**config.mk**
```make
export PLATFORM = sky130hd
export DESIGN_NAME = fetch_stage_flat
export DESIGN_NICKNAME = d
export VERILOG_FILES = /design/src/rtl/fetch_stage_if.sv /design/src/rtl/fetch_stage.sv /design/src/flat_wrapper.sv
export SDC_FILE = /design/constraint.sdc
export NUM_CORES = 1
export LEC_CHECK = 0
export BUFFER_PORTS_ARGS = -buffer_cell sky130_fd_sc_hd__buf_4
export CAP_MARGIN = 20
export CELL_PAD_IN_SITES_DETAIL_PLACEMENT = 1
export CELL_PAD_IN_SITES_GLOBAL_PLACEMENT = 1
export CORE_ASPECT_RATIO = 1.25
export CORE_UTILIZATION = 42
export CTS_BUF_LIST = sky130_fd_sc_hd__clkbuf_8
export DETAILED_ROUTE_END_ITERATION = 7
export PLACE_DENSITY = 0.93
export SYNTH_ARGS = -nofsm -noshare
export SYNTH_HDL_FRONTEND = slang
export SYNTH_SLANG_ARGS = --single-unit
```
**constraint.sdc**
```tcl
create_clock -name SysCLK -period 3.25 [get_ports SysCLK]
set_clock_uncertainty 0.2 [all_clocks]
set_input_delay 0.65 -clock SysCLK [delete_from_list [all_inputs] [get_ports SysCLK]]
set_output_delay 0.65 -clock SysCLK [all_outputs]
set_load 0.02 [all_outputs]
```
**src/rtl/fetch_stage_if.sv**
```systemverilog
// Signal bundle between the fetch stage, instruction memory, hazard/branch logic and decode.
// The fetch stage takes the master side of the bundle.
interface fetch_stage_if;
  logic        stall;
  logic        branch_taken;
  logic [31:0] branch_target;
  logic [6:0]  imem_addr;
  logic [31:0] imem_rdata;
  logic [31:0] ifid_instr;
  logic [31:0] ifid_pc4;
  logic        ifid_valid;
  logic        halted;

  modport master (
    input  stall, branch_taken, branch_target, imem_rdata,
    output imem_addr, ifid_instr, ifid_pc4, ifid_valid, halted
  );

  modport slave (
    output stall, branch_taken, branch_target, imem_rdata,
    input  imem_addr, ifid_instr, ifid_pc4, ifid_valid, halted
  );
endinterface

```
**src/rtl/fetch_stage.sv**
```systemverilog
// Instruction fetch stage: PC register, IF/ID pipeline register and RUN/HALTED control.
// Build option BRANCH_DELAY_SLOT_EN keeps the IF instruction on a taken branch instead of flushing it.
//
// state  | meaning
// Run    | fetching one word per cycle unless stalled or redirected
// Halted | HALT word seen; PC frozen, IF/ID emits bubbles until a branch restarts fetch
module fetch_stage (
  input  logic          SysCLK,
  input  logic          RST,
  fetch_stage_if.master bus
);

  localparam logic [31:0] HaltWord = 32'hFFFF_FFFF;

`ifdef BRANCH_DELAY_SLOT_EN
  localparam bit DelaySlot = 1'b1;
`else
  localparam bit DelaySlot = 1'b0;
`endif

  typedef enum logic {
    Run    = 1'b0,
    Halted = 1'b1
  } fetchState_t;

  fetchState_t state;
  logic [31:0] pc;
  logic [31:0] pcPlus4;
  logic [31:0] redirectPc;
  logic        isHalt;
  logic        keepSlot;
  logic [31:0] instrReg;
  logic [31:0] pc4Reg;
  logic        validReg;
  logic        haltedReg;

  assign pcPlus4    = pc + 32'd4;
  assign redirectPc = bus.branch_target & ~32'd3;
  assign isHalt     = (bus.imem_rdata == HaltWord);
  // A HALT word in the delay slot is dropped so a redirect never halts the core.
  assign keepSlot   = DelaySlot && !isHalt;

  assign bus.imem_addr  = RST ? 7'd0 : pc[8:2];
  assign bus.ifid_instr = instrReg;
  assign bus.ifid_pc4   = pc4Reg;
  assign bus.ifid_valid = validReg;
  assign bus.halted     = haltedReg;

  always_ff @(posedge SysCLK) begin
    if (RST) begin
      state     <= Run;
      pc        <= 32'd0;
      instrReg  <= 32'd0;
      pc4Reg    <= 32'd0;
      validReg  <= 1'b0;
      haltedReg <= 1'b0;
    end else begin
      case (state)
        Run: begin
          if (bus.branch_taken) begin
            pc <= redirectPc;
            if (keepSlot) begin
              instrReg <= bus.imem_rdata;
              pc4Reg   <= pcPlus4;
              validReg <= 1'b1;
            end else begin
              instrReg <= 32'd0;
              pc4Reg   <= 32'd0;
              validReg <= 1'b0;
            end
          end else if (!bus.stall) begin
            instrReg <= bus.imem_rdata;
            pc4Reg   <= pcPlus4;
            validReg <= 1'b1;
            if (isHalt) begin
              state     <= Halted;
              haltedReg <= 1'b1;
            end else begin
              pc <= pcPlus4;
            end
          end
        end
        Halted: begin
          instrReg <= 32'd0;
          pc4Reg   <= 32'd0;
          validReg <= 1'b0;
          if (bus.branch_taken) begin
            pc        <= redirectPc;
            state     <= Run;
            haltedReg <= 1'b0;
          end
        end
        default: begin
          state     <= Run;
          haltedReg <= 1'b0;
        end
      endcase
    end
  end

endmodule

```
**src/flat_wrapper.sv**
```systemverilog
// flat-port wrapper written by rule: the top's interface ports become plain ports
module fetch_stage_flat 
  (SysCLK, RST, bus_stall, bus_branch_taken, bus_branch_target, bus_imem_rdata, bus_imem_addr, bus_ifid_instr, bus_ifid_pc4, bus_ifid_valid, bus_halted);
  fetch_stage_if bus_i ();
  input  logic SysCLK;
  input  logic RST;
  input wire logic [$bits(bus_i.stall)-1:0] bus_stall;
  input wire logic [$bits(bus_i.branch_taken)-1:0] bus_branch_taken;
  input wire logic [$bits(bus_i.branch_target)-1:0] bus_branch_target;
  input wire logic [$bits(bus_i.imem_rdata)-1:0] bus_imem_rdata;
  output wire logic [$bits(bus_i.imem_addr)-1:0] bus_imem_addr;
  output wire logic [$bits(bus_i.ifid_instr)-1:0] bus_ifid_instr;
  output wire logic [$bits(bus_i.ifid_pc4)-1:0] bus_ifid_pc4;
  output wire logic [$bits(bus_i.ifid_valid)-1:0] bus_ifid_valid;
  output wire logic [$bits(bus_i.halted)-1:0] bus_halted;
  assign bus_i.stall = bus_stall;
  assign bus_i.branch_taken = bus_branch_taken;
  assign bus_i.branch_target = bus_branch_target;
  assign bus_i.imem_rdata = bus_imem_rdata;
  assign bus_imem_addr = bus_i.imem_addr;
  assign bus_ifid_instr = bus_i.ifid_instr;
  assign bus_ifid_pc4 = bus_i.ifid_pc4;
  assign bus_ifid_valid = bus_i.ifid_valid;
  assign bus_halted = bus_i.halted;
  fetch_stage u_core (.SysCLK(SysCLK), .RST(RST), .bus(bus_i));
endmodule
```
# Yosys cells after proc, flatten, opt, wreduce, memory -nomap -nowiden
# Index checks and enable logic that the tools add are counted.
# word_totals
reg_bits	99
word_cells	42
out_inout_bits	73
input_bits	68
# classes
n_bitwise	1
n_mux	25
n_eq_ne	7
reduce_logical	2
add_sub_neg	1
# ops
operator	n
2-to-1 mux 32 bit	8
case mux 32 bit (2 select lines)	3
adder 32 x 3 -> 32 bit (second input constant)	1
equality test 32 bit (second input constant)	1
2-to-1 mux 1 bit	10
2-to-1 mux 7 bit	1
inequality test 2 bit (second input constant)	3
inequality test 3 bit (second input constant)	2
case mux 1 bit (2 select lines)	3
AND reduction 4 bit	1
AND reduction 3 bit	1
inequality test 2 x 1 -> 1 bit (second input constant)	1
inverter 1 bit	1

# Depth between registers and ports, before layout
# Gate-level depths: netlist (run 1).
# logic_depth
word_depth	5
mapped_depth	8
ltp_nobuf	6

# Worst setup path before layout (run 1)
# No wires, ideal clock.
# synth_timing
kind	input-to-reg
from	in bus_branch_taken
to	reg u_core.pc[19]
setup_time_ps	117
t_required_ps	2933
setup_slack_ps	1035
t_arrival_ps	1897
n_path_buf	1
cell_stages	7
cell_sequence	inv_1 ha_1 a21o_1 a31oi_1 clkbuf_1 o21ai_0 a32o_1
# synth_between
elab_chain_cells	2
elab_cells_between_ends	6
classes_between	3 x eq/ne; 2 x mux; 1 x reduce/logical
# synth_lines
item	line	text
start, declared	flat_wrapper.sv:8	input wire logic [$bits(bus_i.branch_taken)-1:0] bus_branch_taken;
inequality test 3 bit (no line), or another cell as far along	--	
AND reduction 3 bit (no line) / case mux 32 bit (2 select lines) (equally long branches)	--	
end signal, assigned	fetch_stage.sv:61	pc <= redirectPc;
end signal, assigned	fetch_stage.sv:79	pc <= pcPlus4;
end signal, assigned	fetch_stage.sv:88	pc <= redirectPc;
end, declared	fetch_stage.sv:27	logic [31:0] pc;
# Parallel ways exist; a longest one is shown, timed or not.
# A chain may end at the register's enable or synchronous reset.

# Final worst setup path (run 1)
# layout_timing
from	reg u_core.pc[2]
to	reg u_core.pc[22]
# layout_between
elab_chain_cells	5
# layout_lines
item	line	text
adder 32 x 3 -> 32 bit	fetch_stage.sv:37	assign pcPlus4 = pc + 32'd4;
2-to-1 mux 32 bit	fetch_stage.sv:75	if (isHalt) begin
2-to-1 mux 32 bit	fetch_stage.sv:71	end else if (!bus.stall) begin
2-to-1 mux 32 bit	fetch_stage.sv:60	if (bus.branch_taken) begin
case mux 32 bit (2 select lines)	fetch_stage.sv:58	case (state)
# No other way between the ends. The select of a mux whose other input is x is not followed.

==> results of run 1 <==
[cell families (layout without fill, tap and decap cells)]
group	count (synthesis)	after routing
fa+ha+maj	3	3
compound gates	133	133
flops	96	96
simple gates	203	203
xor+xnor	17	17
mux	36	36
buf+inv	55	179
[metrics by stage]
| step | utilization, % | instance area (µm²) | setup slack, ps |
|---|---|---|---|
| finish | 55.1 | 5910 | 662 |
| global route | 55.1 | 5910 | 534 |
| CTS | 55.1 | 5910 | 683 |
| detailed placement | 53.5 | 5730 | 435 |
| global placement | 53.5 | 5730 | 525 |
| floorplan | - | 4680 | 1040 |
[cells in the mapped netlist, types with 5 or more instances]
master and number:
buf_4 6, a21oi_1 55, inv_1 10, clkbuf_8 7, nor2_1 56, clkbuf_1 23, and4_1 8, nand2b_1 6
nor3_1 12, nand4_1 14, o21ai_0 25, mux2i_1 36, nor2b_1 6, dfxtp_1 96, o31ai_1 6, a32o_1 6
nand3_1 17, nand2_1 58, a31oi_1 5, xnor2_1 10, o32ai_1 9, xor2_1 7
[how the worst max path moves through the flow]
stage                               end  cells past startpoint  slack, ps
after detailed placement   u_core.pc[7]                      7        440
after global routing      u_core.pc[27]                      5        530
after floorplan           u_core.pc[19]                      7       1040
after CTS                 u_core.pc[22]                      6        680
final                     u_core.pc[22]                      6        660
after global placement     u_core.pc[2]                      7        520
[power groups by stage]
| stage | sequential, mW | combinational (mW) | clock, mW |
|---|---|---|---|
| 4_1_cts | 1.28 | 0.392 | 0.746 |
| 3_5_place_dp | 1.30 | 0.389 | 0 |
| 6_report | 1.28 | 0.390 | 0.730 |
| 3_3_place_gp | 1.30 | 0.374 | 0 |
| 2_1_floorplan | 1.31 | 0.204 | 0 |
| 5_1_grt | 1.28 | 0.422 | 0.789 |
[state kept, by name, indices dropped and copies added, names as in the netlist]
| name | cells |
|---|---|
| u_core.bus.ifid_instr | 32 |
| u_core.bus.ifid_valid | 1 |
| u_core.bus.ifid_pc4 | 31 |
| u_core.state | 1 |
| u_core.pc | 30 |
| u_core.bus.halted | 1 |
[layer usage]
metal | GRT usage [%] | wire length, µm | vias up
li1 | - | - | 2182
met1 | 29.1 | 5890 | 2212
met2 | 45.2 | 7300 | 167
met3 | 5.20 | 920 | 32
met4 | 12.5 | 424 | 0
met5 | 0 | 0 | -
[final cells by class]
type / instances / share of cell area (%)
clock inverter: 6 / 0.593
tap: 132 / 2.80
timing repair buffer: 153 / 19.9
multi-input combinational: 392 / 41.2
clock buffer: 10 / 2.33
sequential: 96 / 32.5
inverter: 10 / 0.636
[critical path: cells and delay by family (launching register included)]
family                   cells  cell delay (ps)
adder cells (fa/ha/maj)      1              270
AND/OR/NAND/NOR              3             1080
flip-flops                   1              450
AO/OA/AOI/OAI                2              510
==> flow_summary.yaml, run 1 <==
outcome:
  status: "complete, no violations"
critical_path:
  worst-setup-path-type: "register to register"
  critical_path.slowest_cell: "dfxtp_1"
  worst_ep_required_time_ps: 3340
  worst-r2r-setup-slack_ps: 660
  slowest_delay_ps: 450
  critical_path_peak_fanout: 8
  regToRegEndpoint: "u_core.pc[22]"
  worstPathCellList: "ha_1, and4_1, and4_1, nand4_1, o31a_1, o32ai_1"
  crit_path_start_kind: "register"
  worst_setup_path_end_kind: "register"
  ff2ff_path_depth: 6
  regToRegStartpoint: "u_core.pc[2]"
  cp-startpoint: "u_core.pc[2]"
  worst_ep_arrival_time_ps: 2680
  timing.critical_path.mode_cell: "and4_1"
power_and_ir_drop:
  worst_vdd_drop_mv: 0.206
  power.share.combinational_pct: 16.2
  total_power_mw: 2.40
  intPower_mw: 1.70
  total_power_per_unit_cell_area_mw_per_mm2: 406
  switching_share_pct: 29.2
  p_seq_share_pct: 53.3
  portion_of_total_power_attributed_to_the_clock_network_pct: 30.5
  leakage_power_nw: 2.51
  power_switching_uw: 699
logic_synthesis:
  post_synth_mux_area_share_pct: 7.70
  yosysTopAreaCell: "dfxtp_1"
  fraction_of_the_mapped_netlist_area_in_simple_logic_gates_pct: 21.7
  synth-edff-count: 0
  synth.ff_latch_count: 96
  synth_cells: 543
  synth_fp_nets: 614
  yosysWarnings: 0
  post_synth_instance_area_mm2: 0.00468
  main_combinational_cell_family_by_area_after_synthesis: "simple AND/OR/NAND/NOR gates"
  synth.area.top_cells: "dfxtp_1 (41%), mux2i_1 (7.7%), a21oi_1 (5.9%)"
  synth-adder-area-share_pct: 0.802
  synth.yosys.seq_area_share_pct: 41.1
  synth-compound-area-share_pct: 18.5
  async_reset_ff_share_pct: 0
  ys_dominant_reg_cell: "dfxtp_1"
  synth_top_area_share_pct: 41.1
  synth_cell_types: 54
  synthXorXnorAreaFrac_pct: 3.18
  syn_area_per_cell_um2: 8.62
clock_network:
  clk_latency_ps: 370
  cts.clk_slew.worst_paths_ps: 100
  number_of_clock_buffers_inserted_by_tritoncts: 9
  cts_buffer_depth: 2
  clock_tree.root_cell: "clkbuf_8"
  cts_tree: "yes"
  cts-resized-gates: 0
  post_cts.repair.setup_buffers: 0
  cts-hold-fix-buffers: 0
  cts_sinks: 96
  clock_tree.htree_level_count: 3
timing:
  period_share_pct: 79.6
  post-route-min-period_ps: 2590
  fin_setup_tns_ps: 0
  maxClockFrequency_mhz: 386
  timing_hold_violations_final: 0
  number_of_setup_violations_in_the_final_report: 0
  drv_slew: 0
  timing.hold.ws_ps: 259
  slew_headroom_pct: 38.4
  unrepaired_setup_endpoints_after_global_routing: "false"
  slew_at_the_pin_closest_to_its_max_slew_limit_ps: 922
floorplanning:
  fp.coreArea_mm2: 0.0107
  floorplan.die.height_um: 120
  die_width_um: 96.4
  fp.dieArea_mm2: 0.0116
  floorplan.initialDensity_pct: 43.7
  std_cell_rows: 42
  pin_count: 141
finish:
  relative_area_change_from_synthesis_to_final_layout_pct: 26.2
  drive_gt1_share_pct: 28.0
  multi_input_gate_area_mm2: 0.00243
  sequential_cell_area_mm2: 0.00192
  filler_cell_count: 1307
  finished_layout_cells: 799
  final_net_count: 733
  top_library_cells_by_usage_in_the_layout_fill_and_taps_aside: "buf_4 (151), dfxtp_1 (96), nand2_1 (58), nor2_1 (56), a21oi_1 (55)"
  antenna_cells_inserted: 0
  final_common_cell: "buf_4"
drt:
  routed_wirelength_um: 14500
  drc: 0
  ant_nets: 0
  post_drt_via_cell_ratio: 5.75
  drtPass1Iterations: 4
  overall_via_count_from_detail_route: 4593
  drt-initial-drc-count: 186
  route.detailed.wl_per_inst_um: 18.2
min_path:
  holdPathStages: 2
  hold_path.startpoint: "u_core.bus.ifid_pc4[31]"
  hold_path_end: "u_core.bus.ifid_pc4[31]"
  hp-class: "register to register"
grt:
  largest_net_degree_at_the_start_of_global_routing: 45
  grt_antenna_before_repair: 0
  grt_first_pass_wirelength_um: 23000
  grt_overflow: 0
  globalRouteTotalUtil_pct: 25.8
  grt_pass1_vias: 4882
place:
  io_buffers: 138
  final_weighted_congestion_of_routability_driven_global_placement: 0.841
  dpl.hpwl_um: 10600
  placedCellCount: 783
run:
  maxCapViolations: 0
(Power assumes the default switching activity.)
==> inputs of run 2 (changes only) <==
--- a/config.mk
+++ b/config.mk
@@ -5,15 +5,16 @@
 export SDC_FILE = /design/constraint.sdc
 export NUM_CORES = 1
 export LEC_CHECK = 0
+export ABC_AREA = 1
 export BUFFER_PORTS_ARGS = -buffer_cell sky130_fd_sc_hd__buf_4
 export CAP_MARGIN = 20
 export CELL_PAD_IN_SITES_DETAIL_PLACEMENT = 1
 export CELL_PAD_IN_SITES_GLOBAL_PLACEMENT = 1
 export CORE_ASPECT_RATIO = 1.25
-export CORE_UTILIZATION = 42
+export CORE_UTILIZATION = 33
 export CTS_BUF_LIST = sky130_fd_sc_hd__clkbuf_8
 export DETAILED_ROUTE_END_ITERATION = 7
-export PLACE_DENSITY = 0.93
+export PLACE_DENSITY = 0.84
 export SYNTH_ARGS = -nofsm -noshare
 export SYNTH_HDL_FRONTEND = slang
 export SYNTH_SLANG_ARGS = --single-unit
==> constraint.sdc (replaced) <==
create_clock -name SysCLK -period 2.2 [get_ports SysCLK]
set_clock_uncertainty 0.2 [all_clocks]
set_input_delay 0.44 -clock SysCLK [delete_from_list [all_inputs] [get_ports SysCLK]]
set_output_delay 0.44 -clock SysCLK [all_outputs]
set_load 0.02 [all_outputs]
==> flow_summary.yaml, run 2 <==
critical_path:
  cp-startpoint: "u_core.pc[3]"
  regToRegStartpoint: "u_core.pc[3]"
  worst_ep_arrival_time_ps: 2100
  worst-setup-path-type: "register to register"
  crit_path_start_kind: "register"
  worst_setup_path_end_kind: "register"
  worst_ep_required_time_ps: 2290
  critical_path_peak_fanout: 7
timing:
  timing_hold_violations_final: 0
  fin_setup_tns_ps: 0
  slew_at_the_pin_closest_to_its_max_slew_limit_ps: 371
  unrepaired_setup_endpoints_after_global_routing: "false"
  drv_slew: 0
  post-route-min-period_ps: 2010
  period_share_pct: 91.4
  number_of_setup_violations_in_the_final_report: 0
  maxClockFrequency_mhz: 497
  slew_headroom_pct: 75.3
clock_network:
  cts-resized-gates: 0
  clock_tree.root_cell: "clkbuf_8"
  cts_tree: "yes"
  post_cts.repair.setup_buffers: 0
  cts_sinks: 96
  cts-hold-fix-buffers: 0
  cts_buffer_depth: 2
  clk_latency_ps: 390
  clock_tree.htree_level_count: 3
  number_of_clock_buffers_inserted_by_tritoncts: 9
  cts.clk_slew.worst_paths_ps: 110
floorplanning:
  fp.dieArea_mm2: 0.0154
  std_cell_rows: 49
  pin_count: 141
  fp.coreArea_mm2: 0.0145
  die_width_um: 111
  floorplan.initialDensity_pct: 34.1
  floorplan.die.height_um: 139
logic_synthesis:
  synth.area.top_cells: "dfxtp_1 (39%), nand2_1 (24%), nor2_1 (8.7%)"
  synth_top_area_share_pct: 39.0
  synth_cell_types: 25
  synth_top_cells_by_count: "nand2_1 (309), nor2_1 (115), dfxtp_1 (96)"
  synth.yosys.seq_area_share_pct: 39.0
  syn_area_per_cell_um2: 6.18
  synth_cells: 798
  async_reset_ff_share_pct: 0
  yosysTopAreaCell: "dfxtp_1"
  yosysMostFrequentCell: "nand2_1"
  post_synth_instance_area_mm2: 0.00493
  synth_fp_nets: 869
  synth-edff-count: 0
  synth.ff_latch_count: 96
  yosysWarnings: 0
  ys_dominant_reg_cell: "dfxtp_1"
drt:
  routed_wirelength_um: 16300
  drc: 8
  drt-initial-drc-count: 195
  drtPass1Iterations: 7
  post_drt_via_cell_ratio: 4.96
  ant_nets: 0
  overall_via_count_from_detail_route: 5498
  route.detailed.wl_per_inst_um: 14.7
min_path:
  hp-class: "input port to register"
  hold_path.startpoint: "bus_imem_rdata[15]"
outcome:
  status: "complete, but fails checks"
  violations_in_the_final_reports: "design-rule violations"
place:
  io_buffers: 138
  final_weighted_congestion_of_routability_driven_global_placement: 0.819
  dpl.hpwl_um: 12100
grt:
  grt_first_pass_wirelength_um: 26900
  largest_net_degree_at_the_start_of_global_routing: 36
  globalRouteTotalUtil_pct: 21.8
  grt_pass1_vias: 5671
  grt_antenna_before_repair: 0
  grt_overflow: 0
finish:
  largest_reg_flops: 32
  final_net_count: 997
  drive_gt1_share_pct: 20.6
  top_library_cells_by_usage_in_the_layout_fill_and_taps_aside: "nand2_1 (309), buf_4 (154), nor2_1 (115), dfxtp_1 (96), a21oi_1 (78)"
  relative_area_change_from_synthesis_to_final_layout_pct: 29.1
  final_core_utilization_pct: 44.0
  antenna_cells_inserted: 0
  final_common_cell: "nand2_1"
power_and_ir_drop:
  total_power_per_unit_cell_area_mw_per_mm2: 576
  leakage_power_nw: 2.88
  total_power_mw: 3.67
  worst_vdd_drop_mv: 0.320
run:
  maxCapViolations: 0
[run 2: cell types whose count changed in the layout (fill, tap and decap cells not counted), moves of 7 or more]
| cell | change |
|---|---|
| nand2_1 | +251 |
| nor2_1 | +59 |
| inv_1 | +41 |
| mux2i_1 | -36 |
| nand3_1 | +24 |
| a21oi_1 | +23 |
| nor3_1 | -10 |
| xnor2_1 | -10 |
| nand4_1 | +9 |
| o32ai_1 | -9 |
| and4_1 | -8 |
| o21ai_0 | -8 |
| xor2_1 | -7 |
[run 2: where the power goes]
part           switching (mW)  internal, mW
Sequential             0.0654          1.81
Clock                   0.737         0.436
Combinational           0.367         0.253
[run 2: routing by layer]
layer  global-route usage, %  vias up  wire length, µm
met1                    24.1     2598             6740
met4                    7.75        0              327
met2                    40.8      112             8450
met3                    4.37       19              773
li1                        -     2769                -
met5                       0        -                0
[run 2: cell families (layout without fill, tap and decap cells)]
family / count (synthesis) / in the layout / synth area share, %
fa+ha+maj: 3 / 3 / 0.761
compound gates: 98 / 98 / 9.99
buf+inv: 93 / 226 / 7.51
flops: 96 / 96 / 39.0
simple gates: 508 / 508 / 42.8
[run 2: worst paths after layout]
check / to / slack, ps / depth (start not counted)
max: u_core.pc[30] / 190 / 10
min: u_core.bus.ifid_instr[15] / 90 / 3
max reg2reg: u_core.pc[30] / 190 / 10
min reg2reg: u_core.bus.ifid_instr[1] / 260 / 2
[run 2: cell type report]
type                       instances  area, µm²
fill                            1960       8100
multi-input combinational        609       2640
sequential                        96       1920
timing repair buffer             156       1200
tap                              178        223
inverter                          54        203
clock buffer                       9        124
clock inverter                     7       62.6
[run 2: critical path: stages, from the launching register on]
cell and delay [ps]:
dfxtp_1 420, ha_1 200, nand2_2 90, nor2_2 180
nand2_2 180, nor2_1 220, nand3_1 140, nand2_1 80
inv_1 30, a21oi_1 120, nor2_1 50
[run 2: per-stage QoR]
stage | worst slack, ps | area, µm² | cells | hold WS [ps]
after global routing | 25.6 | 6370 | 1109 | 75.1
after floorplan | 480 | 4930 | 798 | 270
after detailed placement | 150 | 6180 | 1093 | 250
final | 190 | 6370 | 1109 | 93.4
after CTS | 181 | 6370 | 1109 | 79.1
after global placement | 186 | 6180 | 1093 | 243
